[config.mk]
export PLATFORM = sky130hd
export DESIGN_NAME = alu_ctrl_issue
export DESIGN_NICKNAME = d
export VERILOG_FILES = /design/src/rtl/alu_ctrl_issue.sv
export SDC_FILE = /design/constraint.sdc
export NUM_CORES = 1
export LEC_CHECK = 0
export BUFFER_PORTS_ARGS = -buffer_cell sky130_fd_sc_hd__buf_2
export CAP_MARGIN = 10
export CORE_MARGIN = 2
export CORE_UTILIZATION = 53
export DETAILED_ROUTE_END_ITERATION = 8
export PLACE_DENSITY = 0.86
export SYNTH_ARGS = -nofsm -noshare
export SYNTH_HDL_FRONTEND = slang
export SYNTH_SLANG_ARGS = --single-unit
[constraint.sdc]
create_clock -name clk -period 2.9 [get_ports clk]
set_input_delay 0.145 -clock clk [delete_from_list [all_inputs] [get_ports clk]]
set_output_delay 0.145 -clock clk [all_outputs]
set_load 0.005 [all_outputs]
[src/rtl/alu_ctrl_issue.sv]
// ALU control decoder feeding a 2-entry issue FIFO with valid/ready handshakes on both sides.
// Optional saturating illegal-entry counter enabled by defining ALU_CTRL_ILLEGAL_CNT_EN.
module alu_ctrl_issue (
    input  logic       clk,
    input  logic       rst_n,
    input  logic       in_valid,
    output logic       in_ready,
    input  logic [1:0] alu_op,
    input  logic [2:0] funct3,
    input  logic       funct7b5,
    output logic       out_valid,
    input  logic       out_ready,
    output logic [3:0] out_ctrl,
    output logic       out_illegal,
    output logic [7:0] illegal_cnt
);

    typedef enum logic [1:0] {
        EMPTY = 2'd0,
        ONE   = 2'd1,
        TWO   = 2'd2
    } state_t;

    typedef struct packed {
        logic [3:0] ctrl;
        logic       illegal;
    } entry_t;

    localparam logic [3:0] CTRL_AND = 4'b0000;
    localparam logic [3:0] CTRL_OR  = 4'b0001;
    localparam logic [3:0] CTRL_ADD = 4'b0010;
    localparam logic [3:0] CTRL_SUB = 4'b0110;
    localparam logic [3:0] CTRL_SLT = 4'b0111;
    localparam logic [3:0] CTRL_SLL = 4'b1001;
    localparam logic [3:0] CTRL_SRL = 4'b1010;
    localparam logic [3:0] CTRL_SRA = 4'b1011;
    localparam logic [3:0] CTRL_XOR = 4'b1100;
    localparam logic [3:0] CTRL_ILL = 4'b1111;

    function automatic entry_t decode(input logic [1:0] op, input logic [2:0] f3,
                                      input logic f7);
        entry_t e;
        e.ctrl    = CTRL_ADD;
        e.illegal = 1'b0;
        case (op)
            2'b00: e.ctrl = CTRL_ADD;
            2'b01: e.ctrl = CTRL_SUB;
            default: begin
                case (f3)
                    3'b000: e.ctrl = (op == 2'b10 && f7) ? CTRL_SUB : CTRL_ADD;
                    3'b001: begin
                        // Shift-immediate with bit 30 set has no legal encoding.
                        if (op == 2'b11 && f7) e.illegal = 1'b1;
                        else                   e.ctrl    = CTRL_SLL;
                    end
                    3'b010: e.ctrl = CTRL_SLT;
                    3'b011: e.illegal = 1'b1;
                    3'b100: e.ctrl = CTRL_XOR;
                    3'b101: e.ctrl = f7 ? CTRL_SRA : CTRL_SRL;
                    3'b110: e.ctrl = CTRL_OR;
                    default: e.ctrl = CTRL_AND;
                endcase
            end
        endcase
        if (e.illegal) e.ctrl = CTRL_ILL;
        return e;
    endfunction

    state_t state, state_nxt;
    entry_t head, tail, new_entry;
    logic   push, pop;
    logic   load_head_new, load_head_tail, load_tail;

    assign new_entry = decode(alu_op, funct3, funct7b5);

    always_ff @(posedge clk) begin
        // NOTE: sequential state uses non-blocking assignments so every flop samples pre-edge values.
        if (!rst_n) state <= EMPTY;
        else        state <= state_nxt;
    end

    // NOTE: every signal gets a default first so no path through this block can infer a latch.
    always_comb begin
        state_nxt      = state;
        in_ready       = 1'b1;
        out_valid      = 1'b0;
        load_head_new  = 1'b0;
        load_head_tail = 1'b0;
        load_tail      = 1'b0;
        case (state)
            ONE: out_valid = 1'b1;
            TWO: begin
                out_valid = 1'b1;
                in_ready  = 1'b0;
            end
            default: ;
        endcase
        push = in_valid && in_ready;
        pop  = out_valid && out_ready;
        case (state)
            EMPTY: begin
                if (push) begin
                    state_nxt     = ONE;
                    load_head_new = 1'b1;
                end
            end
            ONE: begin
                if (push && pop) begin
                    load_head_new = 1'b1;
                end else if (push) begin
                    state_nxt = TWO;
                    load_tail = 1'b1;
                end else if (pop) begin
                    state_nxt = EMPTY;
                end
            end
            TWO: begin
                if (pop) begin
                    state_nxt      = ONE;
                    load_head_tail = 1'b1;
                end
            end
            default: state_nxt = EMPTY;
        endcase
    end

    // NOTE: the head register is reset because its value is visible on out_ctrl after reset;
    // the tail is reset only to keep the two slots symmetric.
    always_ff @(posedge clk) begin
        if (!rst_n) begin
            head <= '0;
            tail <= '0;
        end else begin
            if (load_head_new)       head <= new_entry;
            else if (load_head_tail) head <= tail;
            if (load_tail)           tail <= new_entry;
        end
    end

    assign out_ctrl    = head.ctrl;
    assign out_illegal = head.illegal;

`ifdef ALU_CTRL_ILLEGAL_CNT_EN
    logic [7:0] cnt;

    always_ff @(posedge clk) begin
        if (!rst_n)
            cnt <= '0;
        else if (push && new_entry.illegal && cnt != 8'hFF)
            cnt <= cnt + 8'd1;
    end

    assign illegal_cnt = cnt;
`else
    assign illegal_cnt = '0;
`endif

endmodule

# Word-level counts from Yosys, hierarchy flattened
# Index checks and enable logic that the tools add are counted.
# W data, S select, Z words.
[word_totals] output_inout_bits=15 ram_bits=0 n_memories=0 mem_bits_ro=0 inputBits=10 elab_cells=58 latchBits=0 reg_bits=12
[op_classes] n_bitwise=0 n_reduce_logical=12 eq_ne=15 add_sub_neg=0 shift=0 div=0 multipliers=0 magnitude_cmp=0 muxes=26
[ops] cell="$pmux W4 S7" count=1
[ops] cell="$mux W1" count=11
[ops] cell="$mux W2" count=5
[ops] cell="$mux W5" count=2
[ops] cell="$eq A3 B3 Y1 const B" count=3
[ops] cell="$mux W4" count=2
[ops] cell="$pmux W4 S2" count=1
[ops] cell="$eq A2 B2 Y1 const B" count=3
[ops] cell="$eq A3 B2 Y1 const B" count=2
[ops] cell="$ne A2 B2 Y1 const B" count=3
[ops] cell="$pmux W2 S3" count=1
[ops] cell="$logic_and A1 B1 Y1" count=5
[ops] cell="$eq A2 B1 Y1 const B" count=2
[ops] cell="$logic_not A2 Y1" count=2
[ops] cell="$pmux W1 S2" count=2
[ops] cell="$reduce_and A4 Y1" count=1
[ops] cell="$reduce_or A2 Y1" count=2
[ops] cell="$eq A3 B1 Y1 const B" count=1
[ops] cell="$logic_not A3 Y1" count=1
[ops] cell="$mux W3" count=1
[ops] cell="$ne A3 B3 Y1 const B" count=1
[ops] cell="$reduce_bool A2 Y1" count=1

# Depth between registers and ports, before layout
# Gate-level depths: netlist of the first run.
[depth] ltp_word=8 depth_mapped=7

# Worst setup path after synthesis of the first run
# Ideal clock, no wire load.
[synth_timing] kind="register -> register" startpoint="reg state[0]" endpoint="reg state[0]" n_path_buf=0 setup_time_ns=0.129 path_stages_with_launch=7 t_arrival_ns=1.359 path_slack_ns=1.412 required_time_ns=2.771 path_cell_list="dfxtp_1 inv_1 ha_1 and4b_1 o21ai_1 o221ai_1 mux2i_1"
[synth_between] elab_chain_len=7 word_cells_on_any_way=17 classes_between="eq/ne: 6; mux: 5; reduce/logical: 6"
[synth_lines] element="start: declaration" line="69" source="state_t state, state_nxt;"
[synth_lines] element="start signal: assignment" line="79" source="else state <= state_nxt;"
[synth_lines] element="$eq A2 B2 Y1 or $eq A2 B1 Y1 (tied branches)" line="90" source="case (state)"
[synth_lines] element="$reduce_or A2 Y1 (no source line) *"
[synth_lines] element="$mux W1 *" line="90"
[synth_lines] element="via out_valid" line="11" source="output logic out_valid,"
[synth_lines] element="$logic_and A1 B1 Y1 *" line="99" source="pop = out_valid && out_ready;"
[synth_lines] element="$logic_and A1 B1 Y1" line="108" source="if (push && pop) begin"
[synth_lines] element="$ne A2 B2 Y1 (no source line)"
[synth_lines] element="$reduce_and A4 Y1 (no source line) *"
# Mark *: on every way through the listed nets, which the timed path passes. The rest lies on a longest branch. The select of a mux whose other input is x is not followed.
# A chain may end at the register's enable or synchronous reset.

# Worst setup path in the final report of the first run
[layout_timing] startpoint="reg state[0]" endpoint="reg head (netlist bit out_illegal)"
[layout_between] elab_chain_len=8 word_cells_on_any_way=16 classes_between="eq/ne: 2; mux: 8; reduce/logical: 6"
[layout_lines] element="$eq A2 B2 Y1 or $eq A2 B1 Y1 (tied branches)" line="90, 100"
[layout_lines] element="$reduce_or A2 Y1 (no source line)"
[layout_lines] element="$mux W1" line="90"
[layout_lines] element="$logic_and A1 B1 Y1" line="99"
[layout_lines] element="$logic_and A1 B1 Y1" line="108"
[layout_lines] element="$mux W1" line="108"
[layout_lines] element="$pmux W1 S2" line="100" source="case (state)"
[layout_lines] element="$mux W5 or $reduce_bool A2 Y1 (tied branches)"
[layout_lines] element="end signal: assignment" line="134" source="if (load_head_new) head <= new_entry;"
[layout_lines] element="end signal: assignment" line="135" source="else if (load_head_tail) head <= tail;"
[layout_lines] element="end: declaration" line="70" source="entry_t head, tail, new_entry;"
# Parallel ways exist; a longest one is shown, timed or not.

==> summary.md, run 1 <==
| Metric | Value |
|---|---|
| Hold_buf cts | 0 |
| Sink Count | 12 |
| Die Ht | 43.11 um |
| Share of layout cells above drive strength 1 | 21.62% |
| CTS tree | yes |
| Worst r2r src | state[0] |
| First-pass GRT wire length | 2.304 mm |
| Post-route DRC | 0 |
| Peak VDD IR | 0.0004604 V |
| Fill cells | 132 |
| Row Count | 14 |
| Number of vias per cell | 5.283 |
| Tcrit/Tclk final | 63.65% |
| Int Pwr | 0.0003788 W |
| Synth Area in Simple Gates | 18.52% |
| Die width | 43.11 um |
| Post-synthesis mux area share | 7.562% |
| Final WS setup | 1.054 ns |
| I/O pins | 25 |
| ANT cells | 0 |
| Synth warn | 0 |
| CTS clk-pin slew, worst paths | 0.07 ns |
| Area leader, netlist | dfxtp_1 |
| Sw Ratio | 34.06% |
| # setup viols final | 0 |
| Max-slew headroom | 60.06% |
| Final Wtd Congestion | 0.8266 |
| Clock network power share | 22.6% |
| DP Worst Slack | 1.063 ns |
| Max-capacitance violation count | 0 |
| Dpl hpwl | 1.141 mm |
| Final Slew Violations | 0 |
| Run status | complete, no violations |
| Port buffer count | 16 |
| Post-synth top cells | dfxtp_1 (12), buf_4 (10), inv_1 (8), nand2_1 (8), a211oi_1 (6) |
| Hold Vio Cnt, Final | 0 |
| Post-synth EDFFs | 0 |
| Syn Std Cell Area | 810.8 um^2 |
| Placed cell areas | 843.3 um^2 |
| First-pass iteration count of the detailed router | 4 |
| Req. time, crit path | 3.09 ns |
| Max frequency | 0.5418 GHz |
| Tmin final | 1.846 ns |
| Vias in the first global route | 563 |
| FF+latch count, synth | 12 |
| Hold path startpoint | rst_n |
| Aggregate routed wire length | 1.439 mm |
| Finished Cell Area | 879.6 um^2 |
| Post-CTS Setup Inserts | 0 |
| NetSw | 0.0001957 W |
| Routed length per placed instance | 11.33 um |
| Worst EP arrival | 2.04 ns |
| Largest family of logic cells by synthesized area | compound AO/OA/AOI/OAI gates |
| Leakage | 0.4096 nW |
| Initial Util | 55.10% |
| Total track usage | 16.26% |
| Gr ovfl total | 0 |
| Area growth syn-to-layout | 8.488% |
| Reg2Reg Depth | 6 |
| Final TNS setup | 0 ns |
| Layout Cells excl Fill | 127 |
| Largest net degree at the start of global routing | 13 |
| Syn Inst Count | 95 |
| Worst Setup End Kind | register |
| Top area cells in the synthesized netlist | dfxtp_1 (30%), buf_4 (9.3%), ha_1 (6.2%), mux2i_1 (6.2%), a211oi_1 (5.6%) |
| Initial antenna violation count | 0 |
| R2R Path End | out_illegal |
| CTS buffer count | 3 |
| Top-count cell post-synth | dfxtp_1 |
| Worst setup SP type | register |
| Reg power frac | 39.0% |
| Final ANT Viol Nets | 0 |
| CP Class | register to register |
| Share of flip-flops with an asynchronous set or reset | 0% |
| DP Cell Count | 123 |
| Max Buffers Root-to-Sink | 2 |
| DRT iter0 DRCs | 7 |
| Post-synthesis compound-gate area fraction | 22.38% |
| Avg Inst Size Synth | 8.535 um^2 |
| H-tree depth | 1 |
| Fin nets | 126 |
| XOR/XNOR Fraction of Synth Area | 0% |
| Synth top area share | 29.63% |
| Worst hold endpoint | tail[2] |
| Gates resized, CTS repair | 0 |
| Synth cell types | 30 |
| Clock insertion delay at the later pin of the skew report | 0.27 ns |
| Power density cells | 653.2 nW/um^2 |
| Worst slew pin tran | 0.5979 ns |
| Sequential share of the synthesized area | 29.63% |
| Top_reg_cell synth | dfxtp_1 |
| Worst Path Max Fanout | 10 |
| Adder-Cell Fraction of Synth Area | 6.173% |
| HP Class | input pin to register |
| Core area | 1471 um^2 |
| Hold path cells | 2 |
| Root Buffer | clkbuf_4 |
| RSZ-0062 raised after global routing | false |
| Die area | 1858 um^2 |
| Number of vias in the routed layout | 671 |
| Worst Clk Skew | 0.005312 ns |
| Gate power share | 38.5% |
| R2R Setup Slk | 1.05 ns |
-- per-layer routing --
layer | up-vias | GRT usage, % | routed length (um)
met5 | - | 0 | 0
met4 | 0 | 1.818 | 0
met3 | 0 | 8.085 | 104
met2 | 23 | 28.06 | 683
met1 | 296 | 18.44 | 651
li1 | 352 | - | -
-- metrics by stage --
step,util [%],hold WS [ns],total power [W]
2_1_floorplan,-,0.3024,0.0003987
4_1_cts,59.78,0.2087,0.0005771
3_5_place_dp,57.31,0.4861,0.0004476
3_3_place_gp,57.31,0.4789,0.0004376
6_report,59.78,0.2131,0.0005745
5_1_grt,59.78,0.2078,0.0006153
-- cells by family after synthesis --
family | after synthesis
buf+inv | 19
simple gates | 27
other cells | 1
flops | 12
mux | 6
fa+ha+maj | 4
compound gates | 26
-- power groups by stage --
stage,registers [W],logic [W],clock network [W]
6_report,0.000224,0.000221,0.000130
4_1_cts,0.000224,0.000221,0.000132
3_5_place_dp,0.000228,0.000220,0
2_1_floorplan,0.000226,0.000173,0
5_1_grt,0.000227,0.000248,0.000140
3_3_place_gp,0.000225,0.000213,0
-- final cells by class --
cell class | count | area, um^2 | share of cell area [%]
well taps | 16 | 20.02 | 2.276
repair buffers | 16 | 80.08 | 9.104
multi-input cells | 71 | 473.0 | 53.77
inverters | 8 | 30.03 | 3.414
flip-flops and latches | 12 | 240.2 | 27.31
clock buffers | 4 | 36.28 | 4.125
-- critical path, stage by stage (launching register included) --
cell	delay, ns
dfxtp_1	0.39
inv_1	0.08
ha_1	0.26
nor2b_2	0.18
nor2b_1	0.52
a211oi_1	0.10
a211oi_1	0.23
-- sequential cells by signal, summed over array words and instances (netlist names) --
| name | cells |
|---|---|
| out_ctrl | 4 |
| out_illegal | 1 |
| state | 2 |
| tail | 5 |
-- worst max-delay path by stage --
stage / start / to / slack, ns / cells after the start
2_1_floorplan: state[0] / state[0] / 1.41 / 6
3_3_place_gp: state[0] / out_illegal / 1.20 / 6
3_5_place_dp: state[0] / out_illegal / 1.06 / 6
4_1_cts: state[0] / out_illegal / 1.04 / 6
5_1_grt: state[0] / out_illegal / 0.85 / 6
6_report: state[0] / out_illegal / 1.05 / 6
-- placed cells by master (no fill, tap or decap), drive strengths merged --
cell     n
a31oi    1
a21oi    4
a32o     1
inv      8
nand2b   1
clkbuf   4
a211o    1
a32oi    1
o211a    2
and3     2
mux2i    5
o221ai   2
nor2b    5
and4b    1
nand3b   1
nand4b   1
and2     4
dfxtp   12
conb     8
ha       4
a211oi   6
mux2     1
a21bo    1
nand2    8
nor2     4
o21ai    7
buf     16
No activity file was read; power rests on OpenSTA's default activity.
==> run 2, diff against run 1 <==
- CORE_ASPECT_RATIO: default -> 1.25
- CORE_UTILIZATION: 53 -> 44
- PLACE_DENSITY: 0.86 -> 0.77
- clock period: 2.9 -> 1.6 ns (I/O delays scaled with it)
==> run 2 against run 1 <==
Combinational power up 110%. Critical path type unchanged. Non-clock buffer count up 3. Clock-buffer cell count down 1. Worst setup slack worse by 0.98 ns. Final cell count up 3.9%.
==> summary.md, run 2 (same netlist as run 1, synthesis figures left out) <==
| Metric | Value |
|---|---|
| RSZ-0062 raised after global routing | true |
| Fin nets | 129 |
| Share of layout cells above drive strength 1 | 28.32% |
| Gr ovfl total | 0 |
| H-tree depth | 1 |
| Req. time, crit path | 1.82 ns |
| Final core utilization | 52.65% |
| Worst EP arrival | 1.74 ns |
| First-pass iteration count of the detailed router | 4 |
| Most frequent cells in the layout | buf_2 (16), dfxtp_1 (11), inv_1 (8), nand2_1 (8), conb_1 (8) |
| Aggregate routed wire length | 1.650 mm |
| Die width | 42.40 um |
| Tmin final | 1.527 ns |
| I/O pins | 25 |
| Sink Count | 12 |
| Final Wtd Congestion | 0.7685 |
| Reg power frac | 38.4% |
| CP Class | register to register |
| NetSw | 0.0003731 W |
| Worst Path Max Fanout | 7 |
| Max Buffers Root-to-Sink | 2 |
| Die Ht | 52.00 um |
| Sw Ratio | 35.25% |
| Post-CTS Setup Inserts | 0 |
| HP Class | input pin to register |
| Leakage | 0.4155 nW |
| Gate power share | 44.6% |
| Clock insertion delay at the later pin of the skew report | 0.27 ns |
| Slowest CP cell | dfxtp_2 |
| Power density cells | 1152 nW/um^2 |
| Hold Vio Cnt, Final | 0 |
| Number of vias in the routed layout | 693 |
| Run status | complete, no violations |
| Clock network power share | 17.0% |
| Root Buffer | clkbuf_4 |
| Fin Hold WS | 0.1427 ns |
| Placed cell areas | 869.6 um^2 |
| Vias in the first global route | 647 |
| First-pass GRT wire length | 2.642 mm |
| Finished Cell Area | 918.4 um^2 |
| Max reg flops | 5 |
| DRT iter0 DRCs | 3 |
| Core area | 1744 um^2 |
| # setup viols final | 0 |
| Total track usage | 15.70% |
| Max frequency | 0.6548 GHz |
| Largest net degree at the start of global routing | 13 |
| Final ANT Viol Nets | 0 |
| Post-route DRC | 0 |
| Number of vias per cell | 5.250 |
| Initial antenna violation count | 0 |
| Area growth syn-to-layout | 13.27% |
| Max incr delay on CP | 0.35 ns |
| Tcrit/Tclk final | 95.45% |
| CTS buffer count | 3 |
| Routed length per placed instance | 12.50 um |
| CTS tree | yes |
| Row Count | 17 |
| Final TNS setup | 0 ns |
| Worst setup SP type | register |
| Max-capacitance violation count | 0 |
| Worst Clk Skew | 0.001961 ns |
| Initial Util | 46.48% |
| Port buffer count | 16 |
| Commonest non-fill, non-tap cell in the layout | buf_2 |
| Crit-path cells | inv_1, ha_2, nor2b_2, and3_2, mux2i_1, and2_1 |
| Dpl hpwl | 1.213 mm |
| Total power | 0.001058 W |
| Final Slew Violations | 0 |
| ANT cells | 0 |
| Worst Setup End Kind | register |
| CTS clk-pin slew, worst paths | 0.07 ns |
| Die area | 2204 um^2 |
| Int Pwr | 0.0006853 W |
| Largest Register | tail |
| Peak VDD IR | 0.0007281 V |
-- run 2: cell types whose count changed in the layout (fill, tap and decap cells not counted) --
cell,before,now
o221ai_2,0,1
dfxtp_1,12,11
and3_2,1,2
ha_2,0,2
and3_1,1,0
dfxtp_2,0,1
ha_4,0,1
clkbuf_8,1,0
o221ai_1,2,1
ha_1,4,1
buf_4,0,3
-- run 2: worst paths after layout --
check	cells after the start	startpoint	end	slack (ns)
worst max-delay path	6	state[0]	tail[1]	0.07
worst min-delay path	2	rst_n	tail[2]	0.14
worst max register to register	6	state[0]	tail[1]	0.07
worst min register to register	2	state[0]	state[0]	0.49
-- run 2: repair_timing --
item / 4_1_cts / 5_1_grt
pin swaps: 0 / 1
hold buffers: 0 / 0
setup endpoints to repair: 3 / 9
resized for setup: 1 / 5
-- run 2: area by class of cell --
class,instances,area (um^2)
multi-input cells,71,498.0
inverters,8,30.03
repair buffers,19,102.6
fillers,172,825.8
flip-flops and latches,12,241.5
well taps,19,23.77
clock buffers,3,22.52
-- run 2: routing by layer --
| layer | vias up | GRT usage [%] | share of wire, % |
|---|---|---|---|
| li1 | 353 | - | - |
| met1 | 318 | 16.99 | 41 |
| met2 | 18 | 28.21 | 52 |
| met3 | 4 | 3.819 | 4.7 |
| met4 | 0 | 7.813 | 1.8 |
| met5 | - | 0 | 0 |
-- run 2: worst max-delay path: cells and delay by family (launching register included) --
kind	cells	cell delay (ns)
buffers and inverters	1	0.09
adders and majority gates	1	0.24
muxes	1	0.20
DFF	1	0.35
and+or+nand+nor	3	0.59
-- run 2: power by group through the flow --
stage | Sequential, W | Combinational, W | Clock, W
after global placement | 0.000407 | 0.000406 | 0
after global routing | 0.000412 | 0.000526 | 0.000204
after CTS | 0.000403 | 0.000426 | 0.000184
final | 0.000406 | 0.000472 | 0.000180
after floorplan | 0.000409 | 0.000314 | 0
after detailed placement | 0.000409 | 0.000421 | 0
-- run 2: through the flow --
step / setup WS [ns] / cells
after floorplan: 0.1115 / 102
after global placement: -0.005508 / 129
after detailed placement: -0.03027 / 129
after CTS: 0.007256 / 132
after global routing: -0.01236 / 132
final: 0.07276 / 132
==> run 3, diff against run 2 <==
- RECOVER_POWER: default -> 25
==> run 3 against run 2 <==
Fmax about the same. Worst setup slack about the same. Sequential share of layout area up 0.11 points. Critical path depth unchanged. Total power down 0.56%. Utilization down 0.22 points. Via count up 0.58%.
==> summary.md, run 3 (same netlist as run 1, synthesis figures left out) <==
| Metric | Value |
|---|---|
| Placed cell areas | 869.6 um^2 |
| Top sig layer | met4 |
| CTS clk-pin slew, worst paths | 0.07 ns |
| Run status | complete, no violations |
| H-tree depth | 1 |
| HP Class | input pin to register |
| ANT cells | 0 |
| Max frequency | 0.6547 GHz |
| Clock insertion delay at the later pin of the skew report | 0.27 ns |
| RSZ-0062 raised after global routing | true |
| Largest Register | tail |
| CTS tree | yes |
| I/O pins | 25 |
| Total track usage | 15.70% |
| Worst Setup End Kind | register |
| Initial Util | 46.48% |
| Hold_buf cts | 0 |
| WL met2 | 871 um |
| Largest net degree at the start of global routing | 13 |
| Req. time, crit path | 1.81 ns |
| Finished Cell Area | 914.6 um^2 |
| Final core utilization | 52.44% |
| First-pass GRT wire length | 2.642 mm |
| Power density cells | 1151 nW/um^2 |
| Final ANT Viol Nets | 0 |
| Final WS setup | 0.07263 ns |
| Sink Count | 12 |
| Core area | 1744 um^2 |
| Worst Path Max Fanout | 7 |
| Wire length on met3 | 95 um |
| Routed length per placed instance | 12.59 um |
| Met1 WL | 676 um |
| Sequential cell area | 241.5 um^2 |
| Dpl hpwl | 1.213 mm |
| CTS buffer count | 3 |
| Multi-input logic area | 498.0 um^2 |
| Vias in the first global route | 647 |
| Tmin final | 1.527 ns |
| Total power | 0.001052 W |
| Die Ht | 52.00 um |
| Aggregate routed wire length | 1.662 mm |
| Area growth syn-to-layout | 12.81% |
| # setup viols final | 0 |
| Most frequent cells in the layout | buf_2 (13), dfxtp_1 (11), inv_1 (8), nand2_1 (8), conb_1 (8) |
| Max-capacitance violation count | 0 |
| First-pass iteration count of the detailed router | 4 |
| Number of vias in the routed layout | 697 |
| Fin nets | 129 |
| Initial antenna violation count | 0 |
| Die width | 42.40 um |
| DRT iter0 DRCs | 3 |
| DP Worst Slack | -0.03027 ns |
| Fill cells | 174 |
| Row Count | 17 |
| Commonest non-fill, non-tap cell in the layout | buf_2 |
| Leakage | 0.4039 nW |
| Root Buffer | clkbuf_4 |
| Worst Clk Skew | 0.001496 ns |
| Worst EP arrival | 1.74 ns |
| Post-route DRC | 0 |
| Final Wtd Congestion | 0.7685 |
| Hold Vio Cnt, Final | 0 |
| Port buffer count | 16 |
| Peak VDD IR | 0.0007288 V |
| Share of layout cells above drive strength 1 | 25.66% |
| Number of vias per cell | 5.280 |
| Tcrit/Tclk final | 95.46% |
| Gr ovfl total | 0 |
| CP Class | register to register |
| Final Slew Violations | 0 |
| Worst setup SP type | register |
| Max Buffers Root-to-Sink | 2 |
| Die area | 2204 um^2 |
| Max reg flops | 5 |
## run 3: final timing paths
| kind | from | to | slack, ns | cells after the start |
|---|---|---|---|---|
| setup / recovery | state[0] | tail[1] | 0.07 | 6 |
| hold / removal | rst_n | tail[2] | 0.15 | 2 |
| setup reg to reg | state[0] | tail[1] | 0.07 | 6 |
| hold reg to reg | state[0] | state[0] | 0.49 | 2 |
## run 3: cell type report
type                    instances  area share (%)
flip-flops and latches         12           26.40
repair buffers                 19           10.81
multi-input cells              71           54.45
clock buffers                   3           2.462
well taps                      19           2.599
inverters                       8           3.283
## run 3: what timing repair did
action / in CTS / in global routing
endpoints found under the setup margin: 3 / 9
setup buffers: 0 / 0
resized for setup: 1 / 5
cloned: 0 / 0
pin swaps: 0 / 1
## run 3: where the power goes
| part | switching [W] | internal, W |
|---|---|---|
| Combinational | 0.000242 | 0.000225 |
| Sequential | 0.0000387 | 0.000369 |
| Clock | 0.0000913 | 0.0000870 |
| Total | 0.000372 | 0.000680 |
## run 3: worst max-delay path, cell delays in order, from the launching register on
cell and delay (ns):
dfxtp_2 0.35, inv_1 0.09, ha_2 0.24, nor2b_2 0.16, and3_2 0.30, mux2i_1 0.20
and2_1 0.13
## run 3: stage by stage
step	setup TNS [ns]	std cells	hold WS [ns]
finish	0	132	0.1460
CTS	0	132	0.1426
floorplan	0	102	0.2374
detailed placement	-0.07808	129	0.4232
global route	-0.02098	132	0.1405
global placement	-0.005983	129	0.4204
## run 3: per-layer routing
layer,GRT usage [%],vias up
li1,-,354
met1,16.99,319
met2,28.21,20
met3,3.819,4
met4,7.813,0
met5,0,-
